--- src/rtl/breakout_pixel_renderer_pkg.sv ---
// Shared definitions for the Breakout pixel renderer: default colours,
// run-state encoding and small elaboration-time helpers.
package breakout_pkg;

    localparam logic [23:0] COLOR_RED    = 24'hFF0000;
    localparam logic [23:0] COLOR_WHITE  = 24'hFFFFFF;
    localparam logic [23:0] COLOR_YELLOW = 24'hFFFF00;

    // Two legal encodings; the other two fall back to IDLE.
    typedef enum logic [1:0] {
        ST_IDLE = 2'b00,
        ST_RUN  = 2'b01
    } run_state_e;

    // Linear brick number in the alive bitmap.
    function automatic int brick_idx(input int r, input int c, input int cols);
        return r * cols + c;
    endfunction

    // Ceiling log2, usable in localparam expressions.
    function automatic int clog2(input int v);
        int r;
        r = 0;
        for (int i = 0; i < 31; i++) begin
            if ((1 << i) < v) r = i + 1;
        end
        return r;
    endfunction

    // Width of an index/counter that must be at least one bit wide.
    function automatic int width_min1(input int v);
        int w;
        w = clog2(v);
        return (w < 1) ? 1 : w;
    endfunction

endpackage

--- src/rtl/breakout_pixel_renderer_if.sv ---
// Pixel stream and game-state bundle between the VGA timing / game logic
// side (master) and the renderer (slave).
//
// Stream semantics: there is no ready/back-pressure. pix_valid qualifies
// x/y in the same cycle and every valid pixel is accepted; out_valid
// qualifies color exactly two cycles later. frame_start is a one-cycle
// pulse. Ball, paddle and alive are expected to be stable across a frame.
interface breakout_pixel_renderer_if #(
    parameter int XW   = 10,
    parameter int ROWS = 3,
    parameter int COLS = 8
);
    logic                 pix_valid;
    logic                 frame_start;
    logic [XW-1:0]        x;
    logic [XW-1:0]        y;
    logic [XW-1:0]        ballx;
    logic [XW-1:0]        bally;
    logic [XW-1:0]        paddlex;
    logic [XW-1:0]        paddley;
    logic [ROWS*COLS-1:0] alive;
    logic                 out_valid;
    logic [23:0]          color;

    modport master (
        output pix_valid, frame_start, x, y, ballx, bally, paddlex, paddley, alive,
        input  out_valid, color
    );

    modport slave (
        input  pix_valid, frame_start, x, y, ballx, bally, paddlex, paddley, alive,
        output out_valid, color
    );

endinterface

--- src/rtl/breakout_pixel_renderer_flash_ctr.sv ---
// Per-brick destruction flash counter, advanced once per frame.
// Loads FLASH_FRAMES when the brick disappears, clears while the brick is
// present, otherwise counts down to zero. flash_o is the blink phase bit.
module brick_flash_ctr #(
    parameter int FLASH_FRAMES = 8,
    parameter int CW           = 4
) (
    input  logic clk,
    input  logic rst,
    input  logic frame_start_i,
    input  logic alive_q_i,
    input  logic alive_i,
    output logic flash_o
);

    logic [CW-1:0] cnt_q;
    logic [CW-1:0] cnt_d;

    // Next count: only frame boundaries change it.
    always_comb begin
        cnt_d = cnt_q;
        if (frame_start_i) begin
            if (alive_q_i && !alive_i) begin
                cnt_d = CW'(FLASH_FRAMES);
            end else if (alive_i) begin
                cnt_d = '0;
            end else if (cnt_q != '0) begin
                cnt_d = cnt_q - CW'(1);
            end
        end
    end

    // Counter register, cleared asynchronously.
    always_ff @(posedge clk or negedge rst) begin
        if (!rst) cnt_q <= '0;
        else      cnt_q <= cnt_d;
    end

    assign flash_o = cnt_q[0];

endmodule

--- src/rtl/breakout_pixel_renderer.sv ---
// Two-stage pixel colour generator for the Breakout display path.
// Stage 1 classifies the scan coordinate (paddle, ball, brick, flash) using
// the frame-latched brick state; stage 2 applies priority and run gating.
module breakout_pixel_renderer
    import breakout_pkg::*;
#(
    parameter int          XW           = 10,
    parameter int          ROWS         = 3,
    parameter int          COLS         = 8,
    parameter int          BLK_W        = 80,
    parameter int          BLK_H        = 50,
    parameter int          GRID_X0      = 0,
    parameter int          GRID_Y0      = 40,
    parameter int          PAD_W        = 160,
    parameter int          PAD_H        = 10,
    parameter int          BALL_R       = 3,
    parameter int          FLASH_FRAMES = 8,
    parameter logic [23:0] COLOR_A      = COLOR_RED,
    parameter logic [23:0] COLOR_B      = COLOR_WHITE,
    parameter logic [23:0] COLOR_HI     = COLOR_WHITE,
    parameter logic [23:0] COLOR_FLASH  = COLOR_YELLOW
) (
    input  logic       clk,
    input  logic       rst,
    input  logic       start_n,
    output run_state_e state_o,
    breakout_pixel_renderer_if.slave bus
);

    localparam int NB  = ROWS * COLS;
    localparam int SW  = XW + 2;
    localparam int RW  = width_min1(ROWS);
    localparam int CLW = width_min1(COLS);
    localparam int IW  = width_min1(NB);
    localparam int CW  = width_min1(FLASH_FRAMES + 1);

    // Two guard bits keep ballx-BALL_R and paddlex+PAD_W from wrapping.
    typedef logic signed [SW-1:0] sc_t;

    run_state_e    state_q;
    logic [NB-1:0] alive_q;
    logic [NB-1:0] flash_bit;

    // ---- stage 1 combinational classification ----
    sc_t            xs, ys, bxs, bys, pxs, pys;
    sc_t            col_base, row_base;
    logic [CLW-1:0] col_d;
    logic [RW-1:0]  row_d;
    logic [IW-1:0]  idx_d;
    logic           in_grid_d, brick_in_d;
    logic           pad_d, ball_d, live_d, flash_d, odd_d;

    // ---- stage 1 registers ----
    logic v1_q, pad_q, ball_q, live_q, flash_q, odd_q;

    // ---- stage 2 registers ----
    logic        out_valid_q;
    logic [23:0] color_q;

    assign xs  = $signed({2'b00, bus.x});
    assign ys  = $signed({2'b00, bus.y});
    assign bxs = $signed({2'b00, bus.ballx});
    assign bys = $signed({2'b00, bus.bally});
    assign pxs = $signed({2'b00, bus.paddlex});
    assign pys = $signed({2'b00, bus.paddley});

    // Run/idle control: leaves IDLE on the first sampled start_n low.
    always_ff @(posedge clk or negedge rst) begin
        if (!rst) begin
            state_q <= ST_IDLE;
        end else begin
            case (state_q)
                ST_IDLE: if (!start_n) state_q <= ST_RUN;
                ST_RUN:  state_q <= ST_RUN;
                default: state_q <= ST_IDLE;
            endcase
        end
    end

    assign state_o = state_q;

    // Brick bitmap is frozen per frame so a frame renders consistently.
    always_ff @(posedge clk or negedge rst) begin
        if (!rst)                 alive_q <= '1;
        else if (bus.frame_start) alive_q <= bus.alive;
    end

    for (genvar b = 0; b < NB; b++) begin : g_flash
        brick_flash_ctr #(
            .FLASH_FRAMES (FLASH_FRAMES),
            .CW           (CW)
        ) u_ctr (
            .clk           (clk),
            .rst           (rst),
            .frame_start_i (bus.frame_start),
            .alive_q_i     (alive_q[b]),
            .alive_i       (bus.alive[b]),
            .flash_o       (flash_bit[b])
        );
    end

    // Grid column/row by a constant compare chain (no divider).
    always_comb begin
        col_d    = '0;
        col_base = sc_t'(GRID_X0);
        for (int c = 1; c < COLS; c++) begin
            if (xs >= sc_t'(GRID_X0 + c * BLK_W)) begin
                col_d    = CLW'(c);
                col_base = sc_t'(GRID_X0 + c * BLK_W);
            end
        end
        row_d    = '0;
        row_base = sc_t'(GRID_Y0);
        for (int r = 1; r < ROWS; r++) begin
            if (ys >= sc_t'(GRID_Y0 + r * BLK_H)) begin
                row_d    = RW'(r);
                row_base = sc_t'(GRID_Y0 + r * BLK_H);
            end
        end
    end

    // Hit tests and brick lookup against the pre-update frame state.
    always_comb begin
        pad_d = (xs > pxs) && (xs < pxs + sc_t'(PAD_W)) &&
                (ys > pys) && (ys < pys + sc_t'(PAD_H));
        ball_d = (xs > bxs - sc_t'(BALL_R)) && (xs < bxs + sc_t'(BALL_R)) &&
                 (ys > bys - sc_t'(BALL_R)) && (ys < bys + sc_t'(BALL_R));
        in_grid_d = (xs >= sc_t'(GRID_X0)) && (xs < sc_t'(GRID_X0 + COLS * BLK_W)) &&
                    (ys >= sc_t'(GRID_Y0)) && (ys < sc_t'(GRID_Y0 + ROWS * BLK_H));
        // Strict lower bound leaves a one-pixel gutter on left/top edges.
        brick_in_d = in_grid_d &&
                     (xs > col_base) && (xs < col_base + sc_t'(BLK_W)) &&
                     (ys > row_base) && (ys < row_base + sc_t'(BLK_H));
        idx_d   = IW'(brick_idx(int'(row_d), int'(col_d), COLS));
        live_d  = brick_in_d && alive_q[idx_d];
        flash_d = brick_in_d && !alive_q[idx_d] && flash_bit[idx_d];
        odd_d   = row_d[0] ^ col_d[0];
    end

    // Stage 1 register: classification flags plus valid.
    always_ff @(posedge clk or negedge rst) begin
        if (!rst) begin
            v1_q    <= 1'b0;
            pad_q   <= 1'b0;
            ball_q  <= 1'b0;
            live_q  <= 1'b0;
            flash_q <= 1'b0;
            odd_q   <= 1'b0;
        end else begin
            v1_q    <= bus.pix_valid;
            pad_q   <= pad_d;
            ball_q  <= ball_d;
            live_q  <= live_d;
            flash_q <= flash_d;
            odd_q   <= odd_d;
        end
    end

    // Stage 2 register: priority colour select, blanked while idle.
    always_ff @(posedge clk or negedge rst) begin
        if (!rst) begin
            out_valid_q <= 1'b0;
            color_q     <= '0;
        end else begin
            out_valid_q <= v1_q;
            if (state_q != ST_RUN) color_q <= '0;
            else if (pad_q)        color_q <= COLOR_HI;
            else if (ball_q)       color_q <= COLOR_HI;
            else if (live_q)       color_q <= odd_q ? COLOR_B : COLOR_A;
            else if (flash_q)      color_q <= COLOR_FLASH;
            else                   color_q <= '0;
        end
    end

    assign bus.out_valid = out_valid_q;
    assign bus.color     = color_q;

endmodule

--- src/flat_wrapper.sv ---
// flat-port wrapper written by rule: the top's interface ports become plain ports
module breakout_pixel_renderer_flat import breakout_pkg::*;
#(
    parameter int          XW           = 10,
    parameter int          ROWS         = 3,
    parameter int          COLS         = 8,
    parameter int          BLK_W        = 80,
    parameter int          BLK_H        = 50,
    parameter int          GRID_X0      = 0,
    parameter int          GRID_Y0      = 40,
    parameter int          PAD_W        = 160,
    parameter int          PAD_H        = 10,
    parameter int          BALL_R       = 3,
    parameter int          FLASH_FRAMES = 8,
    parameter logic [23:0] COLOR_A      = COLOR_RED,
    parameter logic [23:0] COLOR_B      = COLOR_WHITE,
    parameter logic [23:0] COLOR_HI     = COLOR_WHITE,
    parameter logic [23:0] COLOR_FLASH  = COLOR_YELLOW
)
  (clk, rst, start_n, state_o, bus_pix_valid, bus_frame_start, bus_x, bus_y, bus_ballx, bus_bally, bus_paddlex, bus_paddley, bus_alive, bus_out_valid, bus_color);
  breakout_pixel_renderer_if #(.XW(XW), .ROWS(ROWS), .COLS(COLS)) bus_i ();
  input  logic clk;
  input  logic rst;
  input  logic start_n;
  output run_state_e state_o;
  input wire logic [$bits(bus_i.pix_valid)-1:0] bus_pix_valid;
  input wire logic [$bits(bus_i.frame_start)-1:0] bus_frame_start;
  input wire logic [$bits(bus_i.x)-1:0] bus_x;
  input wire logic [$bits(bus_i.y)-1:0] bus_y;
  input wire logic [$bits(bus_i.ballx)-1:0] bus_ballx;
  input wire logic [$bits(bus_i.bally)-1:0] bus_bally;
  input wire logic [$bits(bus_i.paddlex)-1:0] bus_paddlex;
  input wire logic [$bits(bus_i.paddley)-1:0] bus_paddley;
  input wire logic [$bits(bus_i.alive)-1:0] bus_alive;
  output wire logic [$bits(bus_i.out_valid)-1:0] bus_out_valid;
  output wire logic [$bits(bus_i.color)-1:0] bus_color;
  assign bus_i.pix_valid = bus_pix_valid;
  assign bus_i.frame_start = bus_frame_start;
  assign bus_i.x = bus_x;
  assign bus_i.y = bus_y;
  assign bus_i.ballx = bus_ballx;
  assign bus_i.bally = bus_bally;
  assign bus_i.paddlex = bus_paddlex;
  assign bus_i.paddley = bus_paddley;
  assign bus_i.alive = bus_alive;
  assign bus_out_valid = bus_i.out_valid;
  assign bus_color = bus_i.color;
  breakout_pixel_renderer #(.XW(XW), .ROWS(ROWS), .COLS(COLS), .BLK_W(BLK_W), .BLK_H(BLK_H), .GRID_X0(GRID_X0), .GRID_Y0(GRID_Y0), .PAD_W(PAD_W), .PAD_H(PAD_H), .BALL_R(BALL_R), .FLASH_FRAMES(FLASH_FRAMES), .COLOR_A(COLOR_A), .COLOR_B(COLOR_B), .COLOR_HI(COLOR_HI), .COLOR_FLASH(COLOR_FLASH)) u_core (.clk(clk), .rst(rst), .start_n(start_n), .state_o(state_o), .bus(bus_i));
endmodule
--- config.mk ---
export PLATFORM = sky130hd
export DESIGN_NAME = breakout_pixel_renderer_flat
export DESIGN_NICKNAME = d
export VERILOG_FILES = /design/src/rtl/breakout_pixel_renderer_pkg.sv /design/src/rtl/breakout_pixel_renderer_if.sv /design/src/rtl/breakout_pixel_renderer_flash_ctr.sv /design/src/rtl/breakout_pixel_renderer.sv /design/src/flat_wrapper.sv
export SDC_FILE = /design/constraint.sdc
export NUM_CORES = 1
export LEC_CHECK = 0
export CORE_MARGIN = 1
export CORE_UTILIZATION = 43
export DETAILED_ROUTE_END_ITERATION = 16
export PLACE_DENSITY = 0.72
export SYNTH_ARGS = -nofsm -noshare
export SYNTH_HDL_FRONTEND = slang
export SYNTH_SLANG_ARGS = --single-unit
--- constraint.sdc ---
create_clock -name clk -period 2.07 [get_ports clk]
set_input_delay 0.5175 -clock clk [delete_from_list [all_inputs] [get_ports clk]]
set_output_delay 0.5175 -clock clk [all_outputs]
set_load 0.01 [all_outputs]
==> results of run 1 <==
## sequential cells by signal, summed over array words and instances, names as in the netlist
register and flops:
u_core.alive_q 24, u_core.ball_q 1, u_core.bus.color 3, u_core.bus.out_valid 1
u_core.flash_q 1, u_core.g_flash.u_ctr.cnt_q 96, u_core.live_q 1, u_core.odd_q 1
u_core.pad_q 1, u_core.state_o 1, u_core.v1_q 1
## per-stage QoR
stage | setup TNS (ns) | cell area [um^2] | setup WS [ns] | std cells
CTS | -1.65 | 14200 | -0.615 | 1792
floorplan | -2.38 | 10800 | -1.06 | 1187
global route | -2.20 | 14600 | -0.882 | 1797
finish | -1.69 | 14600 | -0.723 | 1797
global placement | -5.47 | 13200 | -1.59 | 1737
detailed placement | -5.77 | 13200 | -1.71 | 1737
## layer usage
layer,track usage,up-vias,part of all wire
met3,0.0440,49,0.046
li1,-,4898,-
met1,0.283,4816,0.44
met5,0,-,0
met2,0.376,270,0.49
met4,0.0734,0,0.024
## what timing repair did
item,CTS,global route
resized for setup,146,92
pin swaps,54,63
hold buffers,0,0
cloned,1,0
setup endpoints to repair,4,9
buffers inserted,22,8
## path summary, 6_finish.rpt
path / start / to / depth (start not counted)
max: bus_x[7] / u_core.flash_q / 17
min: rst / u_core.g_flash[15].u_ctr.cnt_q[2] / 1
max reg2reg: u_core.g_flash[2].u_ctr.cnt_q[0] / u_core.g_flash[2].u_ctr.cnt_q[1] / 8
min reg2reg: u_core.v1_q / u_core.bus.out_valid / 0
max in group asynchronous: rst / u_core.alive_q[9] / 2
min in group clk: u_core.v1_q / u_core.bus.out_valid / 0
## where the power goes
group	internal (W)	leakage, nW	total [W]	switching, W
clock	0.00172	0.286	0.00296	0.00124
sequential	0.00300	1.66	0.00344	0.000437
combinational	0.00166	4.70	0.00332	0.00166
total	0.00638	6.64	0.00972	0.00333
## placed cells by master, fill, tap and decap left out, drive strengths merged, types with 16 or more instances in the layout
master	instances
clkbuf	21
nand2	114
nor2	45
clkdlybuf4s50	70
dfstp	24
inv	126
a21o	30
xnor2	27
nor2b	17
a32o	20
o31ai	41
nor3	45
o41ai	17
dfrtp	107
a21oi	67
nand3	19
ha	128
buf	211
o21a	18
mux2	27
o21ai	66
xor2	16
nor4b	20
nor4	22
## cells by family (layout without fill, tap and decap cells)
kind of cell,Yosys count,count (layout),share of synthesized area
buffers and inverters,177,463,0.0734
AOI/OAI and AO/OA,328,328,0.216
and+or+nand+nor,336,336,0.165
xor gates and xnor gates,43,43,0.0355
other,1,2,0.000353
DFF,131,131,0.312
adders and majority gates,128,128,0.151
muxes,42,42,0.0470
## cell type report
class / instances / share of cell area
Multi-Input combinational cell: 879 / 0.487
Tap cell: 324 / 0.0278
Clock buffer: 18 / 0.0301
Sequential cell: 131 / 0.227
Inverter: 120 / 0.0311
Clock inverter: 14 / 0.00988
Timing Repair Buffer: 311 / 0.187
==> out/metrics.csv, run 1 <==
metric,value,unit
ys async rst share,1.00,
CP Capture Type,flop,
synth warn,0,
Crit path max-delay family,compound AO/OA/AOI/OAI gates,
Synth Flop Type,dfrtp_1,
DP HPWL,20400,um
max-cap viol count,0,
FILL cells,1976,
top post-synthesis cells by area,"dfrtp_1 (25%), ha_1 (15%), dfstp_2 (5.9%), inv_1 (4.2%), nand2_1 (4.0%)",
Worst slew margin,0.602,
Post-Synthesis Cell Area,10600,um^2
Post-synth EDFFs,0,
clock-pin transition on the worst setup and hold timing paths,0.06,ns
Clock Sinks,131,
Tmin final,2.79,ns
crit path DAT,3.11,ns
post-synthesis cell count,1186,
final hold slack,0.0517,ns
DIE AREA,25300,um^2
register area share after synthesis,0.312,
"Clk Latency, worst-skew pair",0.42,ns
Yosys reg bits,131,
Pwr Total,0.00972,W
crit-path cells,"buf_8, buf_6, buf_4, nor2_2, buf_4, a21oi_1, o2bb2ai_1, nand2b_1, buf_4, o21bai_4, mux2_4, ha_4, o21ai_2, a21oi_1, nor3_2, o211ai_1, a2111oi_2",
Initial Util,0.438,
drt drc,0,
leak pwr,6.64,nW
# diodes,0,
first-pass GRT wire length,46700,um
Clock Skew,0.00699,ns
vias,10000,
Final Setup Violations,3,
Nets,1677,
Buffers on Ports,114,
largest net degree at the start of global routing,47,
RSZ-0062 raised after global routing,true,
layout cells sized above 1,0.272,
Crit path largest cell delay,0.32,ns
Ports,116,
worst hold path class,in2async,
post-route ant nets,0,
wire length per cell,15.7,um
Final GP Congestion,0.868,
CP bufs+invs,5,
Final Hold Fails,0,
top cell type's share of synthesized area,0.252,
most frequent cell after synthesis,ha_1,
area of the multi-input gates,7100,um^2
cell mode on critical path,buf_4,
CP required,2.39,ns
Pins Over Slew Limit,0,
VDD IR-drop max,0.000515,V
Area Overhead vs Synth,37.2,%
fin util,0.601,
worst setup slack after layout,-0.723,ns
CTS tree,yes,
row count,57,
# H-tree levels,4,
CP max FO,9,
initial DRC count,605,
worst-margin pin slew,0.589,ns
failing checks,setup timing,
PD cells,667,nW/um^2
core area,24200,um^2
Fmax,358,MHz
flip-flop and latch area,3310,um^2
Routed WL,28300,um
"Worst Path Class, Setup",in2reg,
CTS Root Cell,clkbuf_16,
status,"complete, but fails checks",
post-synth top area cell,dfrtp_1,
chip height,159,um
Tot GR Track Use,0.222,
Worst R2R Setup Slack,0.19,ns
drt first pass iters,5,
vias per cell,5.58,
deepest clock path buffer count,2,
vias in the first global route,9935,
antenna violations before repair,0,
Commonest cells post-synth,"ha_1 (128), inv_1 (120), nand2_1 (114), dfrtp_1 (107), a21oi_1 (67)",
gr ovfl total,0,
CP startpoint kind,input port,
Mean Syn Cell Area,8.95,um^2
crit path max-delay cell type,mux2_4,
period utilization,1.35,
Die W,159,um
cts bufs inserted,17,
Yosys cell types,77,
No activity file was read; power rests on OpenSTA's default activity.
==> inputs of run 2 (changes only) <==
- CORE_MARGIN: 1 -> 4
- HOLD_SLACK_MARGIN: unset -> 0.02
- PLACE_DENSITY: 0.72 -> 0.71
- SYNTH_HIERARCHICAL: unset -> 1
==> out/metrics.csv, run 2 <==
metric,value,unit
wire length per cell,15.8,um
most frequent cells in the layout,"buf_4 (158), inv_1 (134), ha_1 (119)",
Clock Power Share,0.249,
Pwr Total,0.0129,W
Synth Flop Type,dfrtp_1,
Sw Ratio,0.373,
Tot GR Track Use,0.197,
pre-CTS WS,-1.52,ns
worst setup slack after layout,-0.589,ns
Area Overhead vs Synth,33.8,%
sequential power share,0.327,
Die W,169,um
# H-tree levels,4,
post-route ant nets,0,
FILL cells,2129,
layout cells sized above 1,0.273,
synth warn,6,
Yosys cell types,76,
clock-pin transition on the worst setup and hold timing paths,0.06,ns
largest net degree at the start of global routing,49,
first-pass GRT wire length,47500,um
ys async rst share,1.00,
Post-synth EDFFs,0,
Worst R2R Setup Slack,0.13,ns
fin util,0.589,
worst r2r dst,u_core/flash_q,
top cell type's share of synthesized area,0.240,
vias per cell,5.62,
period utilization,1.28,
Mean Syn Cell Area,8.92,um^2
cts bufs inserted,17,
Clock Skew,0.00708,ns
CP max FO,3,
CP required,2.39,ns
post-synthesis cell count,1254,
Commonest cells post-synth,"inv_1 (139), ha_1 (128), dfrtp_1 (107), nand2_1 (100), a21oi_1 (70)",
hold path depth,0,
status,"complete, but fails checks",
Initial Util,0.440,
number of instances in the placed design,1807,
most frequent cell after synthesis,inv_1,
Post-Synthesis Cell Area,11200,um^2
Buffers on Ports,114,
Fmax,376,MHz
failing checks,setup timing,
CP startpoint kind,input port,
Pins Over Slew Limit,0,
Tmin final,2.66,ns
Yosys reg bits,131,
cell mode on critical path,ha_4,
crit-path cells,"buf_8, and2b_2, a221o_2, nand2b_4, ha_4, inv_2, ha_4, nor2b_4, o21a_1, o21ai_2, a21oi_2, nor4_2, buf_4, nor4b_4",
vias in the first global route,9991,
Pint,0.00808,W
worst-margin pin slew,0.509,ns
Routed WL,29400,um
max-cap viol count,0,
min-delay src,u_core/v1_q,
top post-synthesis cells by area,"dfrtp_1 (24%), ha_1 (14%), dfstp_2 (5.6%), inv_1 (4.7%), nand2_1 (3.4%)",
CTS Root Cell,clkbuf_16,
core area,25400,um^2
leak pwr,6.90,nW
CP Capture Type,flop,
Final Hold Fails,0,
# diodes,0,
number of flip-flops in the largest register,96,
antenna violations before repair,0,
"leading cell type in the layout, fill and taps excluded",buf_4,
Nets,1736,
deepest clock path buffer count,2,
Crit path largest cell delay,0.38,ns
DP HPWL,21800,um
FF-to-FF path depth,7,
Final Setup Violations,4,
worst hold path class,reg2reg,
area of the multi-input gates,7570,um^2
Worst R2R Start,u_core/alive_q[16],
post-synth top area cell,dfrtp_1,
crit path DAT,2.98,ns
chip height,169,um
final hold slack,0.350,ns
"Clk Latency, worst-skew pair",0.42,ns
Final GP Congestion,0.871,
row count,58,
RSZ-0062 raised after global routing,true,
share of total power in combinational logic,0.424,
flip-flop and latch area,3310,um^2
crit path max-delay cell type,a221o_2,
Sw Pwr,0.00480,W
Hold Path End,u_core/bus.out_valid,
VDD IR-drop max,0.000572,V
register area share after synthesis,0.296,
Worst slew margin,0.659,
DIE AREA,28600,um^2
PD cells,861,nW/um^2
gr ovfl total,0,
Clock Sinks,131,
CTS tree,yes,
Reg with most FFs,u_core/g_flash.u_ctr/cnt_q,
vias,10500,
post-route insts no fill,1862,
CP startpoint,bus_x[8],
drt drc,0,
"Worst Path Class, Setup",in2reg,
drt first pass iters,7,
initial DRC count,588,
Ports,116,
## run 2: worst max-delay path, delay by kind of cell
kind | cells | cell delay (ns)
AND/OR/NAND/NOR | 5 | 0.96
AO/OA/AOI/OAI | 4 | 0.75
adder cells (fa/ha/maj) | 2 | 0.47
buffers and inverters | 3 | 0.29
## run 2: worst max-delay path by stage
stage	depth (start not counted)	slack, ns	endpoint
after floorplan	16	-1.06	u_core/flash_q
after global placement	16	-1.46	u_core/flash_q
after detailed placement	15	-1.52	u_core/flash_q
after CTS	15	-0.55	u_core/flash_q
after global routing	15	-0.76	u_core/flash_q
final	14	-0.59	u_core/flash_q
## run 2: cells by family (layout without fill, tap and decap cells)
family | count (synthesis) | after routing | synth area share
flops | 131 | 131 | 0.296
simple gates | 416 | 416 | 0.198
buf+inv | 182 | 459 | 0.0717
compound gates | 302 | 302 | 0.206
mux | 48 | 48 | 0.0483
xor+xnor | 46 | 46 | 0.0360
fa+ha+maj | 128 | 128 | 0.143
other cells | 1 | 2 | 0.000335
## run 2: cell type report
class,count,area share
Clock buffer,18,0.0287
Clock inverter,14,0.0136
Inverter,140,0.0352
Multi-Input combinational cell,942,0.506
Sequential cell,131,0.221
Tap cell,330,0.0276
Timing Repair Buffer,287,0.167
## run 2: through the flow
step	area, um^2	TNS, ns
5_1_grt	15000	-2.17
3_3_place_gp	13700	-5.82
3_5_place_dp	13700	-6.00
2_1_floorplan	11300	-2.99
4_1_cts	14800	-1.73
6_report	15000	-1.78
## run 2: timing repair
action / CTS / global route
pin swaps: 53 / 33
hold endpoints to repair: 19 / 0
endpoints found under the setup margin: 5 / 4
buffers inserted: 16 / 9
hold buffers: 1 / 0
resized for setup: 167 / 57
gates cloned: 1 / 0
## run 2: power by group through the flow
stage          registers [W]  clock network [W]  logic (W)
2_1_floorplan        0.00395                  0    0.00384
3_3_place_gp         0.00420                  0    0.00501
3_5_place_dp         0.00423                  0    0.00521
4_1_cts              0.00419            0.00327    0.00537
5_1_grt              0.00435            0.00339    0.00609
6_report             0.00421            0.00321    0.00546
## run 2: per-layer routing
| metal | wire length [um] | up-vias | track usage |
|---|---|---|---|
| met5 | 0 | - | 0 |
| met4 | 359 | 0 | 0.0459 |
| met3 | 1160 | 25 | 0.0273 |
| met2 | 14200 | 209 | 0.329 |
| met1 | 13700 | 5082 | 0.272 |
| li1 | - | 5144 | - |
